<file path="src/rtl/i2c_pkg.sv">
// i2c_pkg: shared I2C constants for the master and receiver_I2C.
// State codes, SCL phase indices, ACK levels and default divider.
package i2c_pkg;

  localparam int DIV_FREQ_DEF = 2;

  localparam logic [3:0] S_IDLE     = 4'd0;
  localparam logic [3:0] S_START    = 4'd1;
  localparam logic [3:0] S_ADDR     = 4'd2;
  localparam logic [3:0] S_ADDR_ACK = 4'd3;
  localparam logic [3:0] S_WR_BYTE  = 4'd4;
  localparam logic [3:0] S_WR_ACK   = 4'd5;
  localparam logic [3:0] S_RD_BYTE  = 4'd6;
  localparam logic [3:0] S_RD_ACK   = 4'd7;
  localparam logic [3:0] S_STOP     = 4'd8;

  localparam logic [1:0] PH_LOW0  = 2'd0;
  localparam logic [1:0] PH_LOW1  = 2'd1;
  localparam logic [1:0] PH_HIGH0 = 2'd2;
  localparam logic [1:0] PH_HIGH1 = 2'd3;

  localparam logic I2C_ACK  = 1'b0;
  localparam logic I2C_NACK = 1'b1;

endpackage

</file>
<file path="src/rtl/i2c_transmitter_if.sv">
// i2c_transmitter_if: CPU request/response and I2C pin bundle.
// master = transmitter side, slave = CPU plus bus-slave side.
interface i2c_transmitter_if;

  logic        START_STB;
  logic        RNW;
  logic [6:0]  I2C_ADDR;
  logic [15:0] WR_DATA;
  logic        SDA_IN;
  logic        SCL;
  logic        SDA_OUT;
  logic        SDA_OE;
  logic [15:0] RD_DATA;
  logic        BUSY;
  logic        DONE;
  logic        NACK;

  modport master (
    input  START_STB, RNW, I2C_ADDR, WR_DATA, SDA_IN,
    output SCL, SDA_OUT, SDA_OE, RD_DATA, BUSY, DONE, NACK
  );

  modport slave (
    output START_STB, RNW, I2C_ADDR, WR_DATA, SDA_IN,
    input  SCL, SDA_OUT, SDA_OE, RD_DATA, BUSY, DONE, NACK
  );

endinterface

</file>
<file path="src/rtl/i2c_scl_gen.sv">
// i2c_scl_gen: prescaler with 2-bit phase in its top bits.
// Gives next-cycle phase/level plus sample and end-of-slot strobes.
module i2c_scl_gen
  import i2c_pkg::*;
#(
  parameter int DIV_FREQ = DIV_FREQ_DEF
) (
  input  logic       clk,
  input  logic       rst,
  input  logic       run_i,
  output logic       lvl_o,
  output logic [1:0] ph_o,
  output logic       smp_o,
  output logic       eos_o
);

  localparam int Q = 1 << (DIV_FREQ - 2);
  localparam logic [DIV_FREQ-1:0] SMP_CNT = DIV_FREQ'(3 * Q - 1);
  localparam logic [DIV_FREQ-1:0] EOS_CNT = DIV_FREQ'(4 * Q - 1);

  logic [DIV_FREQ-1:0] cnt_q, cnt_d;

  always_comb begin
    cnt_d = '0;
    if (run_i) cnt_d = cnt_q + DIV_FREQ'(1);
  end

  always_ff @(posedge clk or negedge rst) begin
    if (!rst) cnt_q <= '0;
    else      cnt_q <= cnt_d;
  end

  assign ph_o  = cnt_d[DIV_FREQ-1 -: 2];
  assign lvl_o = (ph_o == PH_HIGH0) || (ph_o == PH_HIGH1);
  assign smp_o = run_i && (cnt_q == SMP_CNT);
  assign eos_o = run_i && (cnt_q == EOS_CNT);

endmodule

</file>
<file path="src/rtl/i2c_transmitter.sv">
// i2c_transmitter: I2C master for START/addr/2 data bytes/STOP.
// clk, rst (async low), bus (i2c_transmitter_if.master).
module i2c_transmitter
  import i2c_pkg::*;
#(
  parameter int DIV_FREQ = DIV_FREQ_DEF
) (
  input logic               clk,
  input logic               rst,
  i2c_transmitter_if.master bus
);

  logic [3:0]  state_q, state_d;
  logic [2:0]  bit_q, bit_d;
  logic        byte_q, byte_d;
  logic [7:0]  tx_q, tx_d;
  logic [15:0] wr_q, wr_d;
  logic [15:0] rx_q, rx_d;
  logic        rnw_q, rnw_d;
  logic        abort_q, abort_d;
  logic        scl_q, scl_d;
  logic        sda_q, sda_d;
  logic        oe_q, oe_d;
  logic [15:0] rd_q, rd_d;
  logic        busy_q, busy_d;
  logic        done_q, done_d;
  logic        nack_q, nack_d;

  logic        run, lvl, smp, eos;
  logic [1:0]  ph;

  assign run = (state_q != S_IDLE);

  i2c_scl_gen #(
    .DIV_FREQ(DIV_FREQ)
  ) u_scl (
    .clk   (clk),
    .rst   (rst),
    .run_i (run),
    .lvl_o (lvl),
    .ph_o  (ph),
    .smp_o (smp),
    .eos_o (eos)
  );

  always_comb begin
    state_d = state_q;
    bit_d   = bit_q;
    byte_d  = byte_q;
    tx_d    = tx_q;
    wr_d    = wr_q;
    rx_d    = rx_q;
    rnw_d   = rnw_q;
    abort_d = abort_q;
    rd_d    = rd_q;
    nack_d  = nack_q;
    done_d  = 1'b0;
    case (state_q)
      S_IDLE: begin
        if (bus.START_STB) begin
          state_d = S_START;
          tx_d    = {bus.I2C_ADDR, bus.RNW};
          rnw_d   = bus.RNW;
          wr_d    = bus.WR_DATA;
          abort_d = 1'b0;
          nack_d  = 1'b0;
          bit_d   = 3'd0;
          byte_d  = 1'b0;
        end
      end
      S_START: begin
        if (eos) state_d = S_ADDR;
      end
      S_ADDR, S_WR_BYTE: begin
        if (eos) begin
          bit_d = bit_q + 3'd1;
          tx_d  = {tx_q[6:0], 1'b0};
          if (bit_q == 3'd7)
            state_d = (state_q == S_ADDR) ? S_ADDR_ACK : S_WR_ACK;
        end
      end
      S_ADDR_ACK: begin
        if (smp && bus.SDA_IN == I2C_NACK) abort_d = 1'b1;
        if (eos) begin
          if (abort_q) begin
            state_d = S_STOP;
          end else if (rnw_q) begin
            state_d = S_RD_BYTE;
          end else begin
            state_d = S_WR_BYTE;
            tx_d    = wr_q[15:8];
          end
        end
      end
      S_WR_ACK: begin
        if (smp && bus.SDA_IN == I2C_NACK) abort_d = 1'b1;
        if (eos) begin
          if (abort_q || byte_q) begin
            state_d = S_STOP;
          end else begin
            state_d = S_WR_BYTE;
            byte_d  = 1'b1;
            tx_d    = wr_q[7:0];
          end
        end
      end
      S_RD_BYTE: begin
        if (smp) rx_d = {rx_q[14:0], bus.SDA_IN};
        if (eos) begin
          bit_d = bit_q + 3'd1;
          if (bit_q == 3'd7) state_d = S_RD_ACK;
        end
      end
      S_RD_ACK: begin
        if (eos) begin
          if (byte_q) begin
            state_d = S_STOP;
            rd_d    = rx_q;
          end else begin
            state_d = S_RD_BYTE;
            byte_d  = 1'b1;
          end
        end
      end
      S_STOP: begin
        if (eos) begin
          state_d = S_IDLE;
          done_d  = 1'b1;
          nack_d  = abort_q;
        end
      end
      default: state_d = S_IDLE;
    endcase
  end

  // Pins decode from next state/phase so they land registered in-slot.
  always_comb begin
    scl_d  = 1'b1;
    sda_d  = 1'b1;
    oe_d   = 1'b1;
    busy_d = (state_d != S_IDLE);
    unique case (1'b1)
      (state_d == S_START): begin
        scl_d = ~lvl;
        sda_d = 1'b0;
      end
      (state_d == S_ADDR),
      (state_d == S_WR_BYTE): begin
        scl_d = lvl;
        sda_d = tx_d[7];
      end
      (state_d == S_ADDR_ACK),
      (state_d == S_WR_ACK),
      (state_d == S_RD_BYTE): begin
        scl_d = lvl;
        oe_d  = 1'b0;
      end
      (state_d == S_RD_ACK): begin
        scl_d = lvl;
        sda_d = byte_d;
      end
      (state_d == S_STOP): begin
        scl_d = lvl;
        sda_d = (ph == PH_HIGH1);
      end
      default: ;
    endcase
  end

  always_ff @(posedge clk or negedge rst) begin
    if (!rst) begin
      state_q <= S_IDLE;
      bit_q   <= 3'd0;
      byte_q  <= 1'b0;
      tx_q    <= 8'd0;
      wr_q    <= 16'd0;
      rx_q    <= 16'd0;
      rnw_q   <= 1'b0;
      abort_q <= 1'b0;
      scl_q   <= 1'b1;
      sda_q   <= 1'b1;
      oe_q    <= 1'b1;
      rd_q    <= 16'd0;
      busy_q  <= 1'b0;
      done_q  <= 1'b0;
      nack_q  <= 1'b0;
    end else begin
      state_q <= state_d;
      bit_q   <= bit_d;
      byte_q  <= byte_d;
      tx_q    <= tx_d;
      wr_q    <= wr_d;
      rx_q    <= rx_d;
      rnw_q   <= rnw_d;
      abort_q <= abort_d;
      scl_q   <= scl_d;
      sda_q   <= sda_d;
      oe_q    <= oe_d;
      rd_q    <= rd_d;
      busy_q  <= busy_d;
      done_q  <= done_d;
      nack_q  <= nack_d;
    end
  end

  assign bus.SCL     = scl_q;
  assign bus.SDA_OUT = sda_q;
  assign bus.SDA_OE  = oe_q;
  assign bus.RD_DATA = rd_q;
  assign bus.BUSY    = busy_q;
  assign bus.DONE    = done_q;
  assign bus.NACK    = nack_q;

endmodule

</file>
<file path="src/flat_wrapper.sv">
// flat-port wrapper written by rule: the top's interface ports become plain ports
module i2c_transmitter_flat import i2c_pkg::*;
#(
  parameter int DIV_FREQ = DIV_FREQ_DEF
)
  (clk, rst, bus_START_STB, bus_RNW, bus_I2C_ADDR, bus_WR_DATA, bus_SDA_IN, bus_SCL, bus_SDA_OUT, bus_SDA_OE, bus_RD_DATA, bus_BUSY, bus_DONE, bus_NACK);
  i2c_transmitter_if bus_i ();
  input logic clk;
  input logic rst;
  input wire logic [$bits(bus_i.START_STB)-1:0] bus_START_STB;
  input wire logic [$bits(bus_i.RNW)-1:0] bus_RNW;
  input wire logic [$bits(bus_i.I2C_ADDR)-1:0] bus_I2C_ADDR;
  input wire logic [$bits(bus_i.WR_DATA)-1:0] bus_WR_DATA;
  input wire logic [$bits(bus_i.SDA_IN)-1:0] bus_SDA_IN;
  output wire logic [$bits(bus_i.SCL)-1:0] bus_SCL;
  output wire logic [$bits(bus_i.SDA_OUT)-1:0] bus_SDA_OUT;
  output wire logic [$bits(bus_i.SDA_OE)-1:0] bus_SDA_OE;
  output wire logic [$bits(bus_i.RD_DATA)-1:0] bus_RD_DATA;
  output wire logic [$bits(bus_i.BUSY)-1:0] bus_BUSY;
  output wire logic [$bits(bus_i.DONE)-1:0] bus_DONE;
  output wire logic [$bits(bus_i.NACK)-1:0] bus_NACK;
  assign bus_i.START_STB = bus_START_STB;
  assign bus_i.RNW = bus_RNW;
  assign bus_i.I2C_ADDR = bus_I2C_ADDR;
  assign bus_i.WR_DATA = bus_WR_DATA;
  assign bus_i.SDA_IN = bus_SDA_IN;
  assign bus_SCL = bus_i.SCL;
  assign bus_SDA_OUT = bus_i.SDA_OUT;
  assign bus_SDA_OE = bus_i.SDA_OE;
  assign bus_RD_DATA = bus_i.RD_DATA;
  assign bus_BUSY = bus_i.BUSY;
  assign bus_DONE = bus_i.DONE;
  assign bus_NACK = bus_i.NACK;
  i2c_transmitter #(.DIV_FREQ(DIV_FREQ)) u_core (.clk(clk), .rst(rst), .bus(bus_i));
endmodule
</file>
<file path="config.mk">
export PLATFORM = sky130hd
export DESIGN_NAME = i2c_transmitter_flat
export DESIGN_NICKNAME = d
export VERILOG_FILES = /design/src/rtl/i2c_pkg.sv /design/src/rtl/i2c_transmitter_if.sv /design/src/rtl/i2c_scl_gen.sv /design/src/rtl/i2c_transmitter.sv /design/src/flat_wrapper.sv
export SDC_FILE = /design/constraint.sdc
export NUM_CORES = 1
export LEC_CHECK = 0
export CORE_MARGIN = 4
export CORE_UTILIZATION = 50
export DETAILED_ROUTE_END_ITERATION = 6
export DONT_BUFFER_PORTS = 1
export HOLD_SLACK_MARGIN = 0.06
export PLACE_DENSITY = 0.66
export SLEW_MARGIN = 30
export SYNTH_ARGS = -nofsm -noshare
export SYNTH_HDL_FRONTEND = slang
export SYNTH_SLANG_ARGS = --single-unit
</file>
<file path="constraint.sdc">
create_clock -name clk -period 2.7 [get_ports clk]
set_input_delay 0.405 -clock clk [delete_from_list [all_inputs] [get_ports clk]]
set_output_delay 0.405 -clock clk [all_outputs]
set_load 0.01 [all_outputs]
</file>
* Yosys cells after proc, flatten, opt, wreduce, memory -nomap -nowiden *
Index checks and enable logic that the tools add are counted.

cells by class
  divide/modulo/power cells = 0
  add/sub/neg operators = 2
  equal/unequal tests = 31
  shifts and indexed selects = 0
  bitwise logic cells = 1
  $lt $le $gt $ge = 0
  reduce and logical (&&, ||, !) cells = 25
  multipliers = 0
  muxes and demuxes = 43

operator list
  cell                count
  $mux 8              7
  $mux 4              13
  $eq 4x3->1 const B  8
  $pmux 4 s8          1
  $pmux 8 s4          1
  $eq 4x2->1 const B  4
  $ne 2x1->1 const B  6
  $reduce_and 3->1    4
  $reduce_bool 4->1   3
  $mux 1              10
  $mux 3              3
  $eq 2x2->1 const B  4
  $eq 4x1->1 const B  2
  $eq 4x4->1 const B  2
  $ne 2x2->1 const B  4
  $reduce_and 8->1    1
  $reduce_or 7->1     1
  $pmux 1 s2          3
  $pmux 3 s2          1
  $reduce_bool 2->1   3
  $reduce_or 2->1     3
  $reduce_or 3->1     2
  $logic_not 4->1     1
  $mux 2              2
  9 further kinds     13

word-level totals
  register bits after elaboration = 74
  output and inout port bits = 22
  bits in read-only memories = 0
  RAM bits = 0
  input bits = 28
  logic and storage cells = 119
  memories = 0
  latch bits = 0

* Longest topological paths before layout *
  depth after elaboration = 8
  depth in mapped cells = 8
  gate-level depth less buffers = 7

* Modules after synthesis *
From an unflattened synthesis, not the netlist that was laid out.

unflattened totals
  cell total of the unflattened synthesis = 300
  area total of the unflattened synthesis = 3325.7 um2

modules (own cells, without submodules)
  module           cells an instance  area each (um2)  instances  seq. area each (um2)
  i2c_transmitter  290                3215.6           1          1805.5
  i2c_scl_gen      10                 110.1            1          50.0

* Least setup slack after synthesis *
OpenSTA, ideal clock, no wires.

  path kind = register to register
  start = register u_core.u_scl.cnt_q[0]
  end = register u_core.busy_q, in the netlist u_core.bus.BUSY
  buffers on the path = 1
  clock period less this slack = 1975 ps
  setup time = 124 ps
  path slack = 725 ps
  data arrival time = 1850 ps
  data required time = 2576 ps
  stages on the path, launching flop included = 8
  path through = dfrtp_1 ha_1 buf_2 and3_1 nand2_2 o221ai_1 or3_1 or2_1

on the way
  word-level cells in the longest chain between the ends = 5
  elaborated cells on any way between the ends = 11
  classes of those cells = 1 x eq/ne; 8 x mux; 2 x reduce/logical

RTL lines
  element                               line                    text
  start, declared                       i2c_scl_gen.sv:21       logic [DIV_FREQ-1:0] cnt_q, cnt_d;
  start signal, assigned                i2c_scl_gen.sv:30       else cnt_q <= cnt_d;
  $eq 2x2->1 (*)                        i2c_scl_gen.sv:36       assign eos_o = run_i && (cnt_q == EOS_CNT);
  $logic_and 1x1->1 (*)                 i2c_scl_gen.sv:36
  $mux 4, or another cell as far along  i2c_transmitter.sv:126  if (eos) begin
  $pmux 4 s8 (*)                        i2c_transmitter.sv:58   case (state_q)
  via u_core.state_d[3]                 i2c_transmitter.sv:13   logic [3:0] state_q, state_d;
  $reduce_bool 4->1 (*)                 i2c_transmitter.sv:141  busy_d = (state_d != S_IDLE);
  via u_core.busy_d                     i2c_transmitter.sv:25   logic busy_q, busy_d;
  end signal, assigned                  i2c_transmitter.sv:200  busy_q <= busy_d;
  end, declared                         i2c_transmitter.sv:25

Mark *: on every way through the listed nets, which the timed path passes. The rest lies on a longest branch.
A chain may end at the register's enable or synchronous reset.

* Worst setup path in the final report *
Ends and elaborated chain as after synthesis.

==> run metrics <==
hold_sp=bus_WR_DATA[11]; final setup vio count=0; first-pass detailed-route iteration total=4; Worst-path clk slew=80 ps; initial core utilization=52.2%; # nets final=337; Sw Ratio=36.5%; crit path setup slack, layout=353 ps; fin area=0.00370 mm²; combinational share of power=32.8%; syn nets=332; CTS hold repair buffers=2; die area=0.00812 mm²; mux cell area share after synthesis=11.6%; hold depth=2; Startpoint Class=flop; antenna fix cells=0; Layout area overhead=9.87%; Slew Limit Headroom=52.1%; most common cell after layout, fill and taps aside=dfrtp_1; Synth cell types=51; CTS sink count=74; synthesized flop and latch total=74; Slew Viols, Final=0; Tightest Pin Transition=713 ps; CP Class=flop to flop; all-layer global routing usage=17.1%; Highest Clock Rate=426 MHz; vias in the first global route=2242; DRC Markers=0; sequential area share after synthesis=55.0%; Post-DP HPWL=4530 µm; post-CTS setup buffer count=0; DIE HEIGHT=90.1 µm; Synth Area in Adders=1.48%; HP Class=input pin to flop; reg2reg setup slack=350 ps; R2R cell count=7; Yosys warnings=0; max-cap violations=0; WP data arrival=2580 ps; predominant post-synthesis flop cell=dfrtp_1; Switch Pwr=1.38 mW; highest-count cells in the layout ignoring fill and taps=dfrtp_1 (71), nand2_1 (60), mux2_2 (33); post-CTS sizing=0; CP endpoint kind=flop; chip width=90.1 µm; post-synthesis compound-gate area fraction=11.8%; power density over cell area=1020 mW/mm²; worst r2r src=u_core.u_scl.cnt_q[0]; worst-case clock skew=9.46 ps; clock buffer depth=2; hold slack final=157 ps; Iter 0 DRT Violations=206; Design Power=3.79 mW; peak supply drop=0.543 mV; worst-path fanout max=13; via count=2224; syn_area_per_cell=11.2 µm²; layout cells sized above 1=22.3%; Hold Vio Cnt, Final=0; CTS tree=done; DRT Wirelength=6620 µm; initial antenna violation count=0; gr ovfl total=0; Pleak=1.85 nW; Critical Path RT=2930 ps; boundary pin count=50; setup tns final=0 ps; Final Critical Period=2350 ps; EDFF count, synth=0; slowest CP cell=ha_1; largest net degree at the start of global routing=75; buffer and inverter count on the worst path=2; asr flop ratio synth=100%; CP peak stage delay=450 ps; Num CTS Buffers=9; Synth Area in XOR/XNOR=0.779%; CP delay by family, top=simple AND/OR/NAND/NOR gates; port bufs=0; Syn Inst Count=300; placed instance area=0.00346 mm²; hold worst-path end=u_core.wr_q[11]; worst r2r dst=u_core.bus.BUSY; Routed WL per cell=17.1 µm; RD Place Congestion=0.829; root buffer cell=clkbuf_8; sequential power share=43.8%; Core Util, Final=57.4%; first-pass GRT wire length=11200 µm; fin crit share=86.9%; drt via density=5.75; Power Internal=2.41 mW; latest clock arrival within the worst-skew pair=350 ps; H-tree Lvls=3; RSZ-0062 raised after global routing=no; Post-Syn Area=0.00337 mm²; Clock power frac=23.4%; Core Box Area=0.00646 mm²; final std cells w/o fill=387; Post-Place Setup Slack=377 ps; main combinational cell family by area after synthesis=simple AND/OR/NAND/NOR gates; simple-gate share of the synthesized area=15.5%; status=completed; final antenna-violating net count=0; Cell Rows=29; Placed Cells=369; CP Cell Sequence=ha_1, inv_1, a211oi_1, o32a_1, inv_2, or3_1, or2_1
[cells by family after synthesis]
kind of cell / Yosys count
buffers and inverters: 30
adder cells (fa/ha/maj): 4
AND/OR/NAND/NOR: 104
flip-flops: 74
AO/OA/AOI/OAI: 50
multiplexers: 35
XOR/XNOR: 3
[metal layers]
layer | GRT usage, % | wire length (µm) | vias to the layer above
li1 | - | - | 1071
met3 | 5.26 | 387 | 9
met4 | 7.40 | 104 | 0
met1 | 23.0 | 3110 | 1087
met5 | 0 | 0 | -
met2 | 25.6 | 3030 | 57
[final cells by class]
class,count,area (µm²)
Tap cell,77,96.3
Multi-Input combinational cell,196,1390
Fill cell,565,2750
Timing Repair Buffer,11,105
Sequential cell,74,1860
Inverter,13,48.8
Clock inverter,6,72.6
Clock buffer,10,138
[Yosys cell counts (3+ instances only)]
master,n,area (µm²)
inv_1,12,45.0
dfstp_2,3,78.8
nor3_1,5,25.0
buf_2,9,45.0
o21ai_0,9,45.0
nand2b_1,3,18.8
mux2_2,33,372
nor2b_1,5,31.3
nor2_1,8,30.0
and3_1,3,18.8
nand3_1,3,15.0
clkbuf_1,7,26.3
a31oi_1,3,18.8
dfrtp_1,71,1780
a21oi_1,4,20.0
ha_1,4,50.1
nand2_1,60,225
a222oi_1,6,60.1
a211o_1,3,26.3
a221o_1,8,80.1
and2_1,3,18.8
[worst reg2reg max path: cells and delay by family, from the launching register on]
| family | cells | cell delay (ps) |
|---|---|---|
| and+or+nand+nor | 2 | 570 |
| AOI/OAI and AO/OA | 2 | 560 |
| adders and majority gates | 1 | 450 |
| DFF | 1 | 400 |
| buffers and inverters | 2 | 250 |
[state kept, by name, indices dropped and copies added, names as in the netlist, 2 cells and up]
register	flops
u_core.rx_q	16
u_core.bus.RD_DATA	16
u_core.state_q	4
u_core.u_scl.cnt_q	2
u_core.tx_q	8
u_core.bit_q	3
u_core.wr_q	16
[power groups by stage]
stage | logic [mW] | registers (mW) | clock network (mW)
6_report | 1.24 | 1.66 | 0.889
5_1_grt | 1.40 | 1.70 | 0.970
4_1_cts | 1.25 | 1.66 | 0.911
3_5_place_dp | 1.22 | 1.68 | 0
3_3_place_gp | 1.18 | 1.67 | 0
2_1_floorplan | 1.02 | 1.57 | 0
[how the worst max path moves through the flow]
stage	cells after the start	end	slack (ps)	from
global placement	6	u_core.bus.BUSY	480	u_core.u_scl.cnt_q[0]
detailed placement	7	u_core.bus.BUSY	380	u_core.u_scl.cnt_q[0]
finish	7	u_core.bus.BUSY	350	u_core.u_scl.cnt_q[0]
floorplan	7	u_core.bus.BUSY	730	u_core.u_scl.cnt_q[0]
CTS	7	u_core.bus.BUSY	360	u_core.u_scl.cnt_q[0]
global route	7	u_core.bus.BUSY	200	u_core.u_scl.cnt_q[0]
(Power assumes the default switching activity.)
==> RTL change 1 (same flow settings) <==
Change the package constant `DIV_FREQ_DEF` from 2 to 4.
--- a/src/rtl/i2c_pkg.sv
+++ b/src/rtl/i2c_pkg.sv
@@ -2,7 +2,7 @@
 // State codes, SCL phase indices, ACK levels and default divider.
 package i2c_pkg;
 
-  localparam int DIV_FREQ_DEF = 2;
+  localparam int DIV_FREQ_DEF = 4;
 
   localparam logic [3:0] S_IDLE     = 4'd0;
   localparam logic [3:0] S_START    = 4'd1;
Function: changed (Yosys sat finds a counterexample within 4 cycles, from zero or initial values and one cycle with rst low).
==> RTL change 1 against the original RTL <==
  * Power fell by 12%
  * Utilization rose by 0.35 points
  * Synthesized cell count is 8.7% lower
  * Fmax up 1.3%
  * Design area rose by 1.2%
  * Worst setup slack improved by 30 ps
  * Sequential cell count increased by 2
  * Area after synthesis rose by 1.3%
  * Critical path depth stayed put
  * Cell count is 7.2% lower
  * Clock power up 5.6%
  * Routed wire length fell by 5.4%
  * First-iteration DRC count down 33%
  * Critical path type unchanged
==> RTL change 1: results (changes against the original RTL) <==
ys_seq_area_share_pct: 55.8  # was 55.0%
min_from: "bus_WR_DATA[15]"  # was bus_WR_DATA[11]
m1WireLength_mm: 3.02  # was 3.11 mm
worst_pin_slew_ps: 645  # was 713 ps
dp_cells: 342  # was 369
grtUsageTotal_pct: 16.5  # was 17.1%
grt_pass1_vias: 2195  # was 2242
outcome: "completed"  # unchanged
routedWlPerCell_microns: 17.5  # was 17.1 microns
crit_slowest_cell: "a221o_1"  # was ha_1
nNetsFinal: 309  # was 337
place.gp.congestion: 0.857  # was 0.829
hpwlAfterDp_mm: 4.28  # was 4.53 mm
dr_wl_met2_mm: 2.83  # was 3.03 mm
final.fill_count: 530  # was 565
wl_met3_microns: 401  # was 387 microns
grt_max_degree: 77  # was 75
cp_max_fo: 8  # was 13
dr.first_iter.drc_count: 138  # was 206
drive_gt1_share_pct: 29.8  # was 22.3%
grt_pass1_wl_mm: 10.8  # was 11.2 mm
synth-adder-area-share_pct: 1.10  # was 1.48%
dr_total_vias: 2129  # was 2224
ys_top_cells_by_count: "dfrtp_1 (73), mux2_2 (50), nand2_1 (15)"  # was dfrtp_1 (71), nand2_1 (60), mux2_2 (33)
synth.area.top_cells: "dfrtp_1 (53%), mux2_2 (16%), a22oi_1 (2.6%)"  # was dfrtp_1 (53%), mux2_2 (11%), nand2_1 (6.7%)
synth_mux_area_share_pct: 16.8  # was 11.6%
dpl_cell_area_sq_um: 3500  # was 3460 sq um
p_leak_nw: 1.72  # was 1.85 nW
synth_cells: 274  # was 300
dp_slack_ps: 368  # was 377 ps
ys_types: 50  # was 51
arrival_ps: 2590  # was 2580 ps
synth_compound_area_share_pct: 9.45  # was 11.8%
[RTL change 1: cell count changes after synthesis, sizes merged, moves of 3 or more]
cell / change
a221o: -6
a222oi: -5
a22o: +4
a22oi: +12
inv: -12
mux2: +17
nand2: -46
nand3: +7
nor2: +4
nor4b: +3
[RTL change 1: layout make-up]
cell class,instances,area share [%]
clock buffers,11,3.77
clock inverters,4,1.97
inverters,1,0.100
multi-input cells,178,37.8
flip-flops and latches,76,50.8
well taps,77,2.57
repair buffers,12,3.00
[RTL change 1: metrics by stage]
stage,utilization (%),power [mW]
2_1_floorplan,-,2.22
3_3_place_gp,53.8,2.37
3_5_place_dp,53.8,2.38
4_1_cts,57.7,3.36
5_1_grt,57.7,3.55
6_report,57.7,3.33
[RTL change 1: worst paths after layout]
path | endpoint | slack, ps | depth (start not counted)
min in group asynchronous | u_core.state_q[1] | 610 | 2
worst max register to register | u_core.bus.SDA_OUT | 380 | 7
worst min register to register | u_core.u_scl.cnt_q[0] | 470 | 1
worst max-delay path | u_core.bus.SDA_OUT | 380 | 7
worst min-delay path | u_core.wr_q[15] | 200 | 1
max in group asynchronous | u_core.bus.SCL | 1780 | 2
[RTL change 1: what timing repair did]
| item | CTS | global route |
|---|---|---|
| resized for setup | 0 | 0 |
| endpoints found under the setup margin | 0 | 0 |
| hold endpoints to repair | 76 | 0 |
| hold buffers | 2 | 0 |
[RTL change 1: worst max-delay path: cells and delay by family, from the launching register on]
family                   cells  cell delay, ps
flip-flops                   1             380
AND/OR/NAND/NOR              2             480
AO/OA/AOI/OAI                4            1120
adder cells (fa/ha/maj)      1             280
[RTL change 1: report_power, final]
part	internal [mW]	switching, mW	total, mW	leakage [nW]
sequential	1.42	0.221	1.64	0.993
clock	0.541	0.398	0.939	0.109
combinational	0.369	0.381	0.750	0.614
[RTL change 1: kinds of logic (layout without fill, tap and decap cells)]
| family | count (synthesis) | after routing |
|---|---|---|
| xor+xnor | 4 | 4 |
| mux | 51 | 51 |
| simple gates | 75 | 75 |
| fa+ha+maj | 3 | 3 |
| flops | 76 | 76 |
| compound gates | 45 | 45 |
| buf+inv | 20 | 28 |
[RTL change 1: layer usage]
metal,vias up,global-route usage (%)
met5,-,0
met3,2,7.58
met2,63,23.4
met4,0,4.21
li1,1011,-
met1,1053,22.8
==> RTL change 2 (same settings) <==
Without the edit above. Take the reset off `rd_q` and load it in a clocked block of its own.
--- a/src/rtl/i2c_transmitter.sv
+++ b/src/rtl/i2c_transmitter.sv
@@ -180,7 +180,6 @@
       scl_q   <= 1'b1;
       sda_q   <= 1'b1;
       oe_q    <= 1'b1;
-      rd_q    <= 16'd0;
       busy_q  <= 1'b0;
       done_q  <= 1'b0;
       nack_q  <= 1'b0;
@@ -196,11 +195,14 @@
       scl_q   <= scl_d;
       sda_q   <= sda_d;
       oe_q    <= oe_d;
-      rd_q    <= rd_d;
       busy_q  <= busy_d;
       done_q  <= done_d;
       nack_q  <= nack_d;
     end
+  end
+
+  always_ff @(posedge clk) begin
+    rd_q <= rd_d;
   end
 
   assign bus.SCL     = scl_q;
Function: no difference found for any inputs over 10 cycles, from zero or initial values and one cycle with rst low; that may be too few to reach the edited logic, so the function may still have changed.
==> RTL change 2 against the original RTL <==
  * Synthesized cell count decreased by 4.7%
  * Routed wire length fell by 8.7%
  * Worst setup slack improved by 120 ps
  * Combinational power shrank 6%
  * Area after synthesis fell by 4.5%
  * Count of clock-buffer cells in the layout decreased by 1
  * Clock skew fell by 3.2 ps
  * Utilization grew 0.79 points
  * Sequential cell count unchanged
  * Power up 0.41%
  * Design area is 4.3% lower
  * Hold slack gained 10 ps
  * Critical path type unchanged
  * Largest power group unchanged
==> RTL change 2: results (changes against the original RTL) <==
synth-edff-count: 16  # was 0
relSlewSlack_pct: 59.5  # was 52.1%
p_seq_share_pct: 45.0  # was 43.8%
numCtsBuffers: 9  # unchanged
dr.first_iter.drc_count: 129  # was 206
synth.net_count: 318  # was 332
powerComb_mw: 1.17  # was 1.24 mW
finalWirelength_mm: 6.05  # was 6.62 mm
grt_max_degree: 59  # was 75
gr-usage-met1_pct: 23.4  # was 23.0%
drive_gt1_share_pct: 16.9  # was 22.3%
crit_slowest_cell: "dfrtp_1"  # was ha_1
met3_usage_pct: 5.49  # was 5.26%
grt_pass1_wl_mm: 10.0  # was 11.2 mm
place.gp.congestion: 0.808  # was 0.829
hold_slack_ps: 167  # was 157 ps
ys_seq_area_share_pct: 60.1  # was 55.0%
m1WireLength_mm: 2.87  # was 3.11 mm
dr_total_vias: 2099  # was 2224
arrival_ps: 2510  # was 2580 ps
wl_met3_microns: 353  # was 387 microns
dp_cells: 352  # was 369
p_int_mw: 2.44  # was 2.41 mW
synth_cells: 286  # was 300
ys_types: 46  # was 51
dr_wl_met2_mm: 2.73  # was 3.03 mm
total_power_mw: 3.81  # was 3.79 mW
ff2ff_path_depth: 8  # was 7
crit_end: "u_core.bus.SCL"  # was u_core.bus.BUSY
outcome: "completed"  # unchanged
whs_path_depth: 2  # unchanged
diodes: 0  # unchanged
cp_max_fo: 15  # was 13
slowest_delay_ps: 400  # was 450 ps
numPortBuffers: 0  # unchanged
ys_top_cells_by_count: "nand2_1 (76), dfrtp_1 (55), mux2_2 (17)"  # was dfrtp_1 (71), nand2_1 (60), mux2_2 (33)
avgViaCountPerCell: 5.67  # was 5.75
rr_endpoint: "u_core.bus.SCL"  # was u_core.bus.BUSY
grtUsageTotal_pct: 16.9  # was 17.1%
synthToLayoutAreaGrowth_pct: 10.1  # was 9.87%
fin_skew_ps: 6.25  # was 9.46 ps
hpwlAfterDp_mm: 4.12  # was 4.53 mm
vdd_ir_drop_max_mv: 0.623  # was 0.543 mV
reg2reg_setup_slack_ps: 470  # was 350 ps
synth.area.top_cells: "dfrtp_1 (43%), edfxtp_1 (15%), nand2_1 (8.9%)"  # was dfrtp_1 (53%), mux2_2 (11%), nand2_1 (6.7%)
p_leak_nw: 1.54  # was 1.85 nW
[RTL change 2: changes by cell type after synthesis, moves of 3 or more]
cell / before / now
dfrtp_1: 71 / 55
buf_2: 9 / 5
mux2_2: 33 / 17
nand2_1: 60 / 76
inv_1: 12 / 5
edfxtp_1: 0 / 16
a221o_1: 8 / 0
a211o_1: 3 / 0
nand3_1: 3 / 10
[RTL change 2: final cells by class]
class | instances | area [sq um]
Fill cell | 514 | 2550
Sequential cell | 74 | 1940
Multi-Input combinational cell | 193 | 1200
Clock buffer | 9 | 124
Clock inverter | 7 | 93.8
Tap cell | 75 | 93.8
Timing Repair Buffer | 7 | 75.1
Inverter | 5 | 18.8
[RTL change 2: stage by stage]
stage / area, sq um / worst slack, ps
after floorplan: 3220 / 592
after global placement: 3290 / 588
after detailed placement: 3290 / 523
after CTS: 3540 / 503
after global routing: 3540 / 308
final: 3540 / 475
[RTL change 2: timing repair]
| action | 4_1_cts | 5_1_grt |
|---|---|---|
| endpoints found under the setup margin | 0 | 0 |
| hold buffers | 2 | 0 |
| resized for setup | 0 | 0 |
| endpoints found under the hold margin | 58 | 0 |
[RTL change 2: logic make-up after synthesis]
| family | Yosys count | synth area share (%) |
|---|---|---|
| xor gates and xnor gates | 3 | 0.816 |
| buffers and inverters | 19 | 2.53 |
| and+or+nand+nor | 128 | 18.9 |
| muxes | 19 | 6.57 |
| DFF | 74 | 60.1 |
| adders and majority gates | 4 | 1.55 |
| AOI/OAI and AO/OA | 39 | 9.56 |
[RTL change 2: critical path: cells and delay by family (launching register included)]
kind	cells	cell delay, ps
buf+inv	1	200
simple gates	3	760
compound gates	2	370
flops	1	400
mux	1	190
fa+ha+maj	1	250
